**src/rtl/dcf77_transmitter_pkg.sv**
```systemverilog
// Shared types for the DCF77 transmit path: frame word, FSM states, bit positions.
// Latency: none, declarations only.
// Backpressure: not applicable.
package dcf77_transmitter_pkg;

  // One transmitted minute: bits 0..58. Second 59 carries no pulse.
  typedef logic [58:0] dcf77_frame_t;

  typedef enum logic [1:0] {
    IDLE = 2'd0,
    GAP  = 2'd1,
    SEND = 2'd2
  } tx_state_t;

  // BCD date/time of the minute to be sent. Each field is LSB-first on air.
  typedef struct packed {
    logic [7:0] year;    // 00..99
    logic [4:0] month;   // 01..12
    logic [5:0] day;     // 01..31
    logic [2:0] dow;     // 1..7, Monday = 1
    logic [5:0] hour;    // 00..23
    logic [6:0] minute;  // 00..59
  } date_time_t;

  localparam int BIT_CEST          = 17;
  localparam int BIT_CET           = 18;
  localparam int BIT_START_OF_TIME = 20;
  localparam int BIT_MINUTE        = 21;
  localparam int BIT_P1            = 28;
  localparam int BIT_HOUR          = 29;
  localparam int BIT_P2            = 35;
  localparam int BIT_DAY           = 36;
  localparam int BIT_DOW           = 42;
  localparam int BIT_MONTH         = 45;
  localparam int BIT_YEAR          = 50;
  localparam int BIT_P3            = 58;

  localparam logic [5:0] LAST_DATA_BIT = 6'd58;
  localparam logic [5:0] MINUTE_MARK   = 6'd59;

endpackage

```
**src/rtl/dcf77_frame_encode.sv**
```systemverilog
// Maps a BCD date/time plus the summer-time flag to a DCF77 minute frame.
// Latency: purely combinational.
// Backpressure: none; output follows the inputs continuously.
module dcf77_frame_encode
  import dcf77_transmitter_pkg::*;
(
  input  date_time_t   time_in,
  input  logic         cest,
  output dcf77_frame_t frame
);

  // Place every field at its fixed position; parities are even over each group.
  always_comb begin
    frame = '0;
    frame[BIT_CEST]              = cest;
    frame[BIT_CET]               = ~cest;
    frame[BIT_START_OF_TIME]     = 1'b1;
    frame[BIT_MINUTE +: 7]       = time_in.minute;
    frame[BIT_P1]                = ^time_in.minute;
    frame[BIT_HOUR +: 6]         = time_in.hour;
    frame[BIT_P2]                = ^time_in.hour;
    frame[BIT_DAY +: 6]          = time_in.day;
    frame[BIT_DOW +: 3]          = time_in.dow;
    frame[BIT_MONTH +: 5]        = time_in.month;
    frame[BIT_YEAR +: 8]         = time_in.year;
    frame[BIT_P3]                = ^{time_in.day, time_in.dow, time_in.month, time_in.year};
  end

endmodule

```
**src/rtl/dcf77_transmitter.sv**
```systemverilog
// DCF77 keying generator: sends minute frames built from time_in while enabled.
// Latency: first carrier reduction exactly TICKS_PER_SECOND strobes after the strobe that accepts start.
// Backpressure: none; runs free on clk_en, start outside IDLE is ignored.
module dcf77_transmitter
  import dcf77_transmitter_pkg::*;
#(
  parameter int TICKS_PER_SECOND = 100,
  parameter int PULSE_ZERO       = 10,
  parameter int PULSE_ONE        = 20
) (
  input  logic       clk,
  input  logic       reset,
  input  logic       clk_en,
  input  logic       enable,
  input  logic       start,
  input  logic       cest,
  input  date_time_t time_in,
  output logic       dcf77_tx,
  output logic [5:0] bit_index,
  output logic       frame_start,
  output logic       busy
);

  localparam int SLOT_W = $clog2(TICKS_PER_SECOND);
  localparam int CMP_W  = SLOT_W + 1;
  localparam logic [SLOT_W-1:0] SLOT_LAST  = SLOT_W'(TICKS_PER_SECOND - 1);
  localparam logic [CMP_W-1:0]  WIDTH_ZERO = CMP_W'(PULSE_ZERO);
  localparam logic [CMP_W-1:0]  WIDTH_ONE  = CMP_W'(PULSE_ONE);

  tx_state_t         state_q;
  logic [SLOT_W-1:0] slot_q;
  logic [5:0]        bit_index_q;
  dcf77_frame_t      frame_q;
  logic              start_q;
  logic              tx_q;
  logic              frame_start_q;
  logic              busy_q;

  dcf77_frame_t      frame_d;
  logic [SLOT_W-1:0] slot_d;
  logic [5:0]        bit_index_d;
  logic [63:0]       frame_ext;
  logic [CMP_W-1:0]  width_cur;

  dcf77_frame_encode u_encode (
    .time_in (time_in),
    .cest    (cest),
    .frame   (frame_d)
  );

  // Next slot/bit values and the pulse width of the bit currently on air.
  always_comb begin
    slot_d      = slot_q + 1'b1;
    bit_index_d = bit_index_q + 6'd1;
    frame_ext   = {5'b0, frame_q};
    width_cur   = frame_ext[bit_index_q] ? WIDTH_ONE : WIDTH_ZERO;
  end

  // Transmit FSM: slot and bit counters, frame capture and registered outputs.
  always_ff @(posedge clk or negedge reset) begin
    if (!reset) begin
      state_q       <= IDLE;
      slot_q        <= '0;
      bit_index_q   <= MINUTE_MARK;
      frame_q       <= '0;
      start_q       <= 1'b0;
      tx_q          <= 1'b0;
      frame_start_q <= 1'b0;
      busy_q        <= 1'b0;
    end else begin
      frame_start_q <= 1'b0;
      case (state_q)
        IDLE: begin
          if (clk_en && (start_q || start)) begin
            state_q     <= GAP;
            start_q     <= 1'b0;
            busy_q      <= 1'b1;
            slot_q      <= '0;
            bit_index_q <= MINUTE_MARK;
          end else if (start) begin
            start_q <= 1'b1;
          end
        end
        GAP: begin
          if (clk_en) begin
            if (slot_q == SLOT_LAST) begin
              // Minute mark over: capture the frame and begin bit 0.
              state_q       <= SEND;
              frame_q       <= frame_d;
              slot_q        <= '0;
              bit_index_q   <= 6'd0;
              tx_q          <= 1'b1;
              frame_start_q <= 1'b1;
            end else begin
              slot_q <= slot_d;
            end
          end
        end
        SEND: begin
          if (clk_en) begin
            if (slot_q == SLOT_LAST) begin
              slot_q <= '0;
              if (bit_index_q == LAST_DATA_BIT) begin
                tx_q        <= 1'b0;
                bit_index_q <= MINUTE_MARK;
                if (enable) begin
                  state_q <= GAP;
                end else begin
                  state_q <= IDLE;
                  busy_q  <= 1'b0;
                end
              end else begin
                bit_index_q <= bit_index_d;
                tx_q        <= 1'b1;
              end
            end else begin
              slot_q <= slot_d;
              tx_q   <= ({1'b0, slot_d} < width_cur);
            end
          end
        end
        default: begin
          state_q <= IDLE;
          busy_q  <= 1'b0;
        end
      endcase
    end
  end

  assign dcf77_tx    = tx_q;
  assign bit_index   = bit_index_q;
  assign frame_start = frame_start_q;
  assign busy        = busy_q;

endmodule

```
**config.mk**
```make
export PLATFORM = sky130hd
export DESIGN_NAME = dcf77_transmitter
export DESIGN_NICKNAME = d
export VERILOG_FILES = /design/src/rtl/dcf77_transmitter_pkg.sv /design/src/rtl/dcf77_frame_encode.sv /design/src/rtl/dcf77_transmitter.sv
export SDC_FILE = /design/constraint.sdc
export NUM_CORES = 1
export LEC_CHECK = 0
export CAP_MARGIN = 25
export CORE_ASPECT_RATIO = 0.9
export CORE_MARGIN = 1.5
export CORE_UTILIZATION = 50
export DETAILED_ROUTE_END_ITERATION = 8
export GPL_TIMING_DRIVEN = 1
export PLACE_DENSITY = 0.74
export SLEW_MARGIN = 20
export SYNTH_ARGS = -nofsm -noshare
export SYNTH_HDL_FRONTEND = slang
export SYNTH_SLANG_ARGS = --single-unit
```
**constraint.sdc**
```tcl
create_clock -name clk -period 3.25 [get_ports clk]
set_clock_uncertainty 0.05 [all_clocks]
set_input_delay 0.325 -clock clk [delete_from_list [all_inputs] [get_ports clk]]
set_output_delay 0.325 -clock clk [all_outputs]
set_load 0.05 [all_outputs]
```
# Word-level counts from Yosys, hierarchy flattened

Index checks and enable logic that the tools add are counted.

Logic and storage cells: 83
Input bits: 41
Output and inout bits: 9
Register bits after elaboration: 60

$add $sub $neg: 2
Order comparisons: 2
Reduce and logical (&&, ||, !) cells: 18
Multiplexer cells: 39
Bitwise logic cells: 2
Equal/unequal tests: 12

Operators by type and width:

| cell                                               | number |
|---|---|
| 2-to-1 mux 6 bit                                   | 6 |
| XOR reduction 22 bit                               | 1 |
| 2-to-1 mux 7 bit                                   | 3 |
| case mux 6 bit (3 select lines)                    | 1 |
| AND reduction 6 bit                                | 3 |
| 2-to-1 mux 1 bit                                   | 17 |
| != test 2 bit, second input constant               | 7 |
| case mux 7 bit (2 select lines)                    | 1 |
| 2-to-1 mux 2 bit                                   | 6 |
| adder 7 x 1 -> 7 bit, second input constant        | 1 |
| == test 7 bit, second input constant               | 1 |
| < comparator 6 x 7 -> 1 bit, second input constant | 1 |
| < comparator 7 x 5 -> 1 bit                        | 1 |
| XOR reduction 7 bit                                | 1 |
| adder 6 x 1 -> 6 bit, second input constant        | 1 |
| binary-select mux 1 bit (select 6 bit)             | 1 |
| == test 6 bit, second input constant               | 1 |
| case mux 2 bit (3 select lines)                    | 1 |
| AND reduction 3 bit                                | 2 |
| nonzero test 2 bit                                 | 3 |
| XOR reduction 6 bit                                | 1 |
| 2-to-1 mux 5 bit                                   | 1 |
| AND reduction 4 bit                                | 1 |
| case mux 1 bit (3 select lines)                    | 1 |
| 11 further kinds                                   | 12 |

# Longest topological paths before layout

Depth in word-level cells: 7
Depth in mapped cells: 13
Depth with buffers taken out: 11

# Modules after synthesis

From an unflattened synthesis, not the netlist that was laid out.

Cell total of the unflattened synthesis: 401
Area, all modules: 4642.0 um^2

Modules (own cells, without submodules):

| module             | seq. area each (um^2) | cells each | instances | area each (um^2) |
|---|---|---|---|---|
| dcf77_transmitter  | 1958.1                | 312        | 1         | 3932.5 |
| dcf77_frame_encode | 0.0                   | 89         | 1         | 709.4 |

# Worst setup path before layout

No wires, ideal clock.

Path type: reg-to-reg
Start: register bit_index_q[0], in the netlist bit_index[0]
End: register tx_q, in the netlist dcf77_tx
Library setup time: 0.078 ns
Data required time: 3.122 ns
Clock period less this slack: 2.943 ns
Slack: 0.307 ns
Stages on the path, launching flop included: 13
Path buffers: 2
Arrival time: 2.816 ns
Cell sequence: dfstp_2 clkbuf_1 buf_2 mux2i_1 a22oi_1 nand2_1 o21ai_0 nand2_1 ha_1 a211oi_1 nand4_1 a31o_2 a21oi_1

Word-level cells in the longest chain between the ends: 7
Elaborated cells on any way between the ends: 9
Those cells by class: order compare: 1; eq/ne: 1; mux: 7

RTL lines:

| item                                   | line                     | text |
|---|---|---|
| start: declaration                     | dcf77_transmitter.sv:32  | `logic [5:0] bit_index_q;` |
| start signal: assignment               | dcf77_transmitter.sv:113 | `bit_index_q <= bit_index_d;` |
| binary-select mux 1 bit (select 6 bit) | dcf77_transmitter.sv:56  | `width_cur = frame_ext[bit_index_q] ? WIDTH_ONE : WIDTH_ZERO;` |
| 2-to-1 mux 1 bit (implied by the code) | dcf77_transmitter.sv:56  |  |
| 2-to-1 mux 5 bit                       | dcf77_transmitter.sv:56  |  |
| < comparator 7 x 5 -> 1 bit            | dcf77_transmitter.sv:118 | `tx_q <= ({1'b0, slot_d} < width_cur);` |
| 2-to-1 mux 1 bit *                     | dcf77_transmitter.sv:101 | `if (slot_q == SLOT_LAST) begin` |
| 2-to-1 mux 1 bit *                     | dcf77_transmitter.sv:100 | `if (clk_en) begin` |
| case mux 1 bit (2 select lines) *      | dcf77_transmitter.sv:72  | `case (state_q)` |
| end signal: assignment                 | dcf77_transmitter.sv:118 |  |
| end: declaration                       | dcf77_transmitter.sv:35  | `logic tx_q;` |

Every way passes the cells marked *; elsewhere a longest branch is shown, timed or not. The select of a mux whose other input is x is not followed.
A chain may end at the register's enable or synchronous reset.

# Worst setup path in the final report

Ends and elaborated chain as after synthesis.

==> summary.md <==
| Metric | Value |
|---|---|
| Result of the run | `finished, final reports clean` |
| Number of synthesized register bits | `60` |
| Skew-Pair Late Insertion Delay | `0.35 ns` |
| Count of boundary I/O pins | `50` |
| Clock sink count | `60` |
| Peak fanout along the critical path | `14` |
| Utilization of the core after routing | `64.6%` |
| Warnings from Yosys | `0` |
| Number of distinct library cells after synthesis | `42` |
| Max stage delay cell, worst path | `sky130_fd_sc_hd__dfstp_2` |
| Max Fclk | `339 MHz` |
| Least-Margin Pin Slew | `between 0.6 and 0.7 ns` |
| Cell Count Post-Placement | `521` |
| Total of endpoints with negative setup slack in the final report | `0` |
| Worst-case register-to-register setup slack | `about 0.3 ns` |
| Worst hold path type | `in2async` |
| Chip width | `90.3 um` |
| Placeable core region | `around 6600 um^2` |
| Die Ht | `81.6 um` |
| Minimum period implied by the final worst setup slack | `2.95 ns` |
| Detailed router's first-iteration violation count | `~130` |
| Routability-driven placement congestion ratio | `about 0.86` |
| Number of endpoints with negative hold slack in the final report | `0` |
| Via count | `between 2,000 and 3,000` |
| Worst endpoint data arrival time | `3.18 ns` |
| Std-Cell Rows | `28` |
| Clock root buffer | `sky130_fd_sc_hd__clkbuf_8` |
| Via count of the first global-routing pass | `2,841` |
| Maximum ir drop on the vdd rail | `0.281 mV` |
| Largest stage delay on the critical path | `0.75 ns` |
| Most frequently used flop master after synthesis | `sky130_fd_sc_hd__dfrtp_1` |
| Final period utilization | `90.7%` |
| Post-layout total power | `2.01 mW` |
| Sequence of cells on the critical path | `buf_4 -> mux2i_1 -> o21ai_0 -> a21boi_0 -> nand4_1 -> nand2_1 -> ha_1 -> a211oi_1 -> nand4_1 -> a31o_2 -> a21oi_1` |
| Number of vias per cell after detailed routing | `5.29` |
| Buffer and inverter count on the worst path | `1` |
| RSZ-0062 raised after global routing | `no` |
| Antenna diodes | `0` |
| Gate count after technology mapping | `392` |
| Post-cts repair resize count | `0` |
| Lkg Pwr | `approximately 2.1 nW` |
| Cell family with the largest share of critical-path delay | `compound AO/OA/AOI/OAI gates` |
| Total global routing track utilization | `about 22%` |
| Remaining Overflow, GRT | `0` |
| Clock slew seen by the registers of the worst setup and hold paths | `0.07 ns` |
| Start point of the critical path | `bit_index[0]$_DFFE_PN1P_` |
| Die Outline Area | `between 7000 and 8000 um^2` |
| Number of nets at the end of the flow | `495` |
| Initial cell density of the core | `51.8%` |
| Wire length of the first global-routing pass | `~13 mm` |
| Maximum root-to-sink buffer count | `2` |
| Max-Slew Margin vs Limit | `53.6%` |
| Required time at the worst-slack endpoint | `~3.5 ns` |
| Post-DRT Antenna Nets | `0` |
| Share of post-route cells with drive strength above 1 | `about 7.1%` |
| Count of maximum capacitance violations | `0` |
| Setup TNS | `0 ns` |
| Maximum number of pins on one net before global-route repair | `46` |
| Category of the critical setup timing path | `reg2reg` |
| PortBufs | `49` |
| Area growth from synthesis to final layout | `24.6%` |
| Combined area of all synthesized cells | `3430 um^2` |
| Final slew viol count | `0` |
| Synthesized net count | `443` |
| Power per cell area | `470 nW/um^2` |
| Synthesized area per cell | `about 8.8 um^2` |
| Commonest cells after routing, fill and taps aside | `sky130_fd_sc_hd__nand2_1 (135), sky130_fd_sc_hd__dfrtp_1 (55), sky130_fd_sc_hd__clkdlybuf4s50_1 (48), sky130_fd_sc_hd__xnor2_1 (33)` |
| Wire length reported by the detailed router | `between 7 and 8 mm` |
| Clock tree from TritonCTS | `yes` |
| Iteration count of the initial detailed-routing pass | `4` |
| Sequential fraction of the synthesis area | `43.9%` |
| Hpwl dp | `between 5 and 6 mm` |
| Async set-reset flop share out of synthesis | `100%` |
| Type of origin of the critical path | `register` |
| Crit end category | `register` |
| Number of CTS-inserted buffers | `9` |
| Number of antenna violations at the first check in global routing | `0` |
| Library cell appearing most often on the critical path | `sky130_fd_sc_hd__nand4_1` |
| Final std cells w/o fill | `~540` |
| Remaining DRCs | `0` |
| Final routed wire length divided by cell count | `13.7 um` |
| Maximum level of the CTS H-tree | `3` |
| Post-synth EDFFs | `0` |
| Critical register-to-register path startpoint | `bit_index[0]$_DFFE_PN1P_` |
| Most common library cell in the layout ignoring fill and taps | `sky130_fd_sc_hd__nand2_1` |
==> where the power goes <==
group | total, mW | switching [mW] | leakage (nW) | internal [mW]
clock network | 0.843 | 0.293 | 0.127 | 0.550
registers | 0.823 | 0.0477 | 0.800 | 0.776
logic | 0.343 | 0.162 | 1.17 | 0.181
total | 2.01 | 0.502 | 2.10 | 1.51
==> registers in the layout, indices dropped and copies added, names as in the netlist <==
| signal | flops |
|---|---|
| bit_index | 6 |
| busy | 1 |
| dcf77_tx | 1 |
| frame_q | 41 |
| frame_start | 1 |
| slot_q | 7 |
| start_q | 1 |
| state_q | 2 |
==> cells in the mapped netlist, types with 2 or more instances <==
| cell | instances | share of area, % |
|---|---|---|
| sky130_fd_sc_hd__a22oi_1 | 8 | 1.7 |
| sky130_fd_sc_hd__nand2b_1 | 5 | 0.91 |
| sky130_fd_sc_hd__and2_1 | 2 | 0.36 |
| sky130_fd_sc_hd__buf_2 | 5 | 0.73 |
| sky130_fd_sc_hd__a31oi_1 | 2 | 0.36 |
| sky130_fd_sc_hd__nor2b_1 | 6 | 1.1 |
| sky130_fd_sc_hd__inv_1 | 7 | 0.77 |
| sky130_fd_sc_hd__xnor2_1 | 33 | 8.4 |
| sky130_fd_sc_hd__dfstp_2 | 5 | 3.8 |
| sky130_fd_sc_hd__clkbuf_1 | 8 | 0.87 |
| sky130_fd_sc_hd__nand4_1 | 4 | 0.73 |
| sky130_fd_sc_hd__a41oi_1 | 2 | 0.51 |
| sky130_fd_sc_hd__nand3_1 | 12 | 1.7 |
| sky130_fd_sc_hd__and3_1 | 2 | 0.36 |
| sky130_fd_sc_hd__mux2i_1 | 20 | 5.8 |
| sky130_fd_sc_hd__a21oi_1 | 13 | 1.9 |
| sky130_fd_sc_hd__a211oi_1 | 2 | 0.44 |
| sky130_fd_sc_hd__xor2_1 | 4 | 1.0 |
| sky130_fd_sc_hd__nand2_1 | 135 | 15 |
| sky130_fd_sc_hd__dfrtp_1 | 55 | 40 |
| sky130_fd_sc_hd__a21o_1 | 2 | 0.44 |
| sky130_fd_sc_hd__a21boi_0 | 2 | 0.44 |
| sky130_fd_sc_hd__o21ai_0 | 20 | 2.9 |
| sky130_fd_sc_hd__ha_1 | 10 | 3.6 |
| sky130_fd_sc_hd__nor2_1 | 11 | 1.2 |
==> through the flow <==
step | hold WS [ns] | worst slack, ns | cell area (um^2)
4_1_cts | 0.0918 | 0.331 | 4250
5_1_grt | 0.394 | 0.0267 | 4280
3_3_place_gp | 0.399 | 0.503 | 4000
3_5_place_dp | 0.413 | 0.359 | 4000
2_1_floorplan | -0.0206 | 0.307 | 3430
6_report | 0.369 | 0.301 | 4280
==> worst reg2reg max path, delay by kind of cell (launching register included) <==
| family | cells | cell delay (ns) |
|---|---|---|
| AND/OR/NAND/NOR | 3 | 0.45 |
| flip-flops | 1 | 0.75 |
| multiplexers | 1 | 0.20 |
| adder cells (fa/ha/maj) | 1 | 0.25 |
| AO/OA/AOI/OAI | 5 | 0.92 |
| buffers and inverters | 1 | 0.24 |
==> cell type report <==
cell class	count	area, um^2
tap	90	113
clock buffer	12	155
sequential	60	1510
inverter	8	30.0
clock inverter	4	95.1
multi-input combinational	310	1830
timing repair buffer	55	546
fill	546	2340
==> cell families (layout without fill, tap and decap cells) <==
| kind of cell | count (synthesis) | in the layout | share of synthesized area, % |
|---|---|---|---|
| flops | 60 | 60 | 43.9 |
| simple gates | 183 | 183 | 22.9 |
| fa+ha+maj | 10 | 10 | 3.65 |
| buf+inv | 22 | 79 | 2.70 |
| compound gates | 59 | 59 | 11.2 |
| xor+xnor | 37 | 37 | 9.44 |
| mux | 21 | 21 | 6.16 |
==> layer usage <==
layer	part of all wire, %	GRT usage (%)
met5	0	0
met1	46	27.8
met2	47	37.5
met4	1.8	8.41
met3	4.8	6.76
==> final timing paths <==
check                                           to  depth (start not counted)
setup reg to reg              dcf77_tx$_DFFE_PN0P_                         11
hold / removal             frame_q[20]$_DFFE_PN0P_                          2
hold reg to reg            frame_q[37]$_DFFE_PN0P_                          2
setup / recovery              dcf77_tx$_DFFE_PN0P_                         11
max in group asynchronous  frame_q[53]$_DFFE_PN0P_                          3
min in group clk           frame_q[37]$_DFFE_PN0P_                          2
==> repair_timing <==
| item | in CTS | in global routing |
|---|---|---|
| hold buffers | 0 | 1 |
| hold endpoints to repair | 0 | 14 |
| setup buffers | 0 | 0 |
Note: power is estimated with default switching activity, not from simulation.
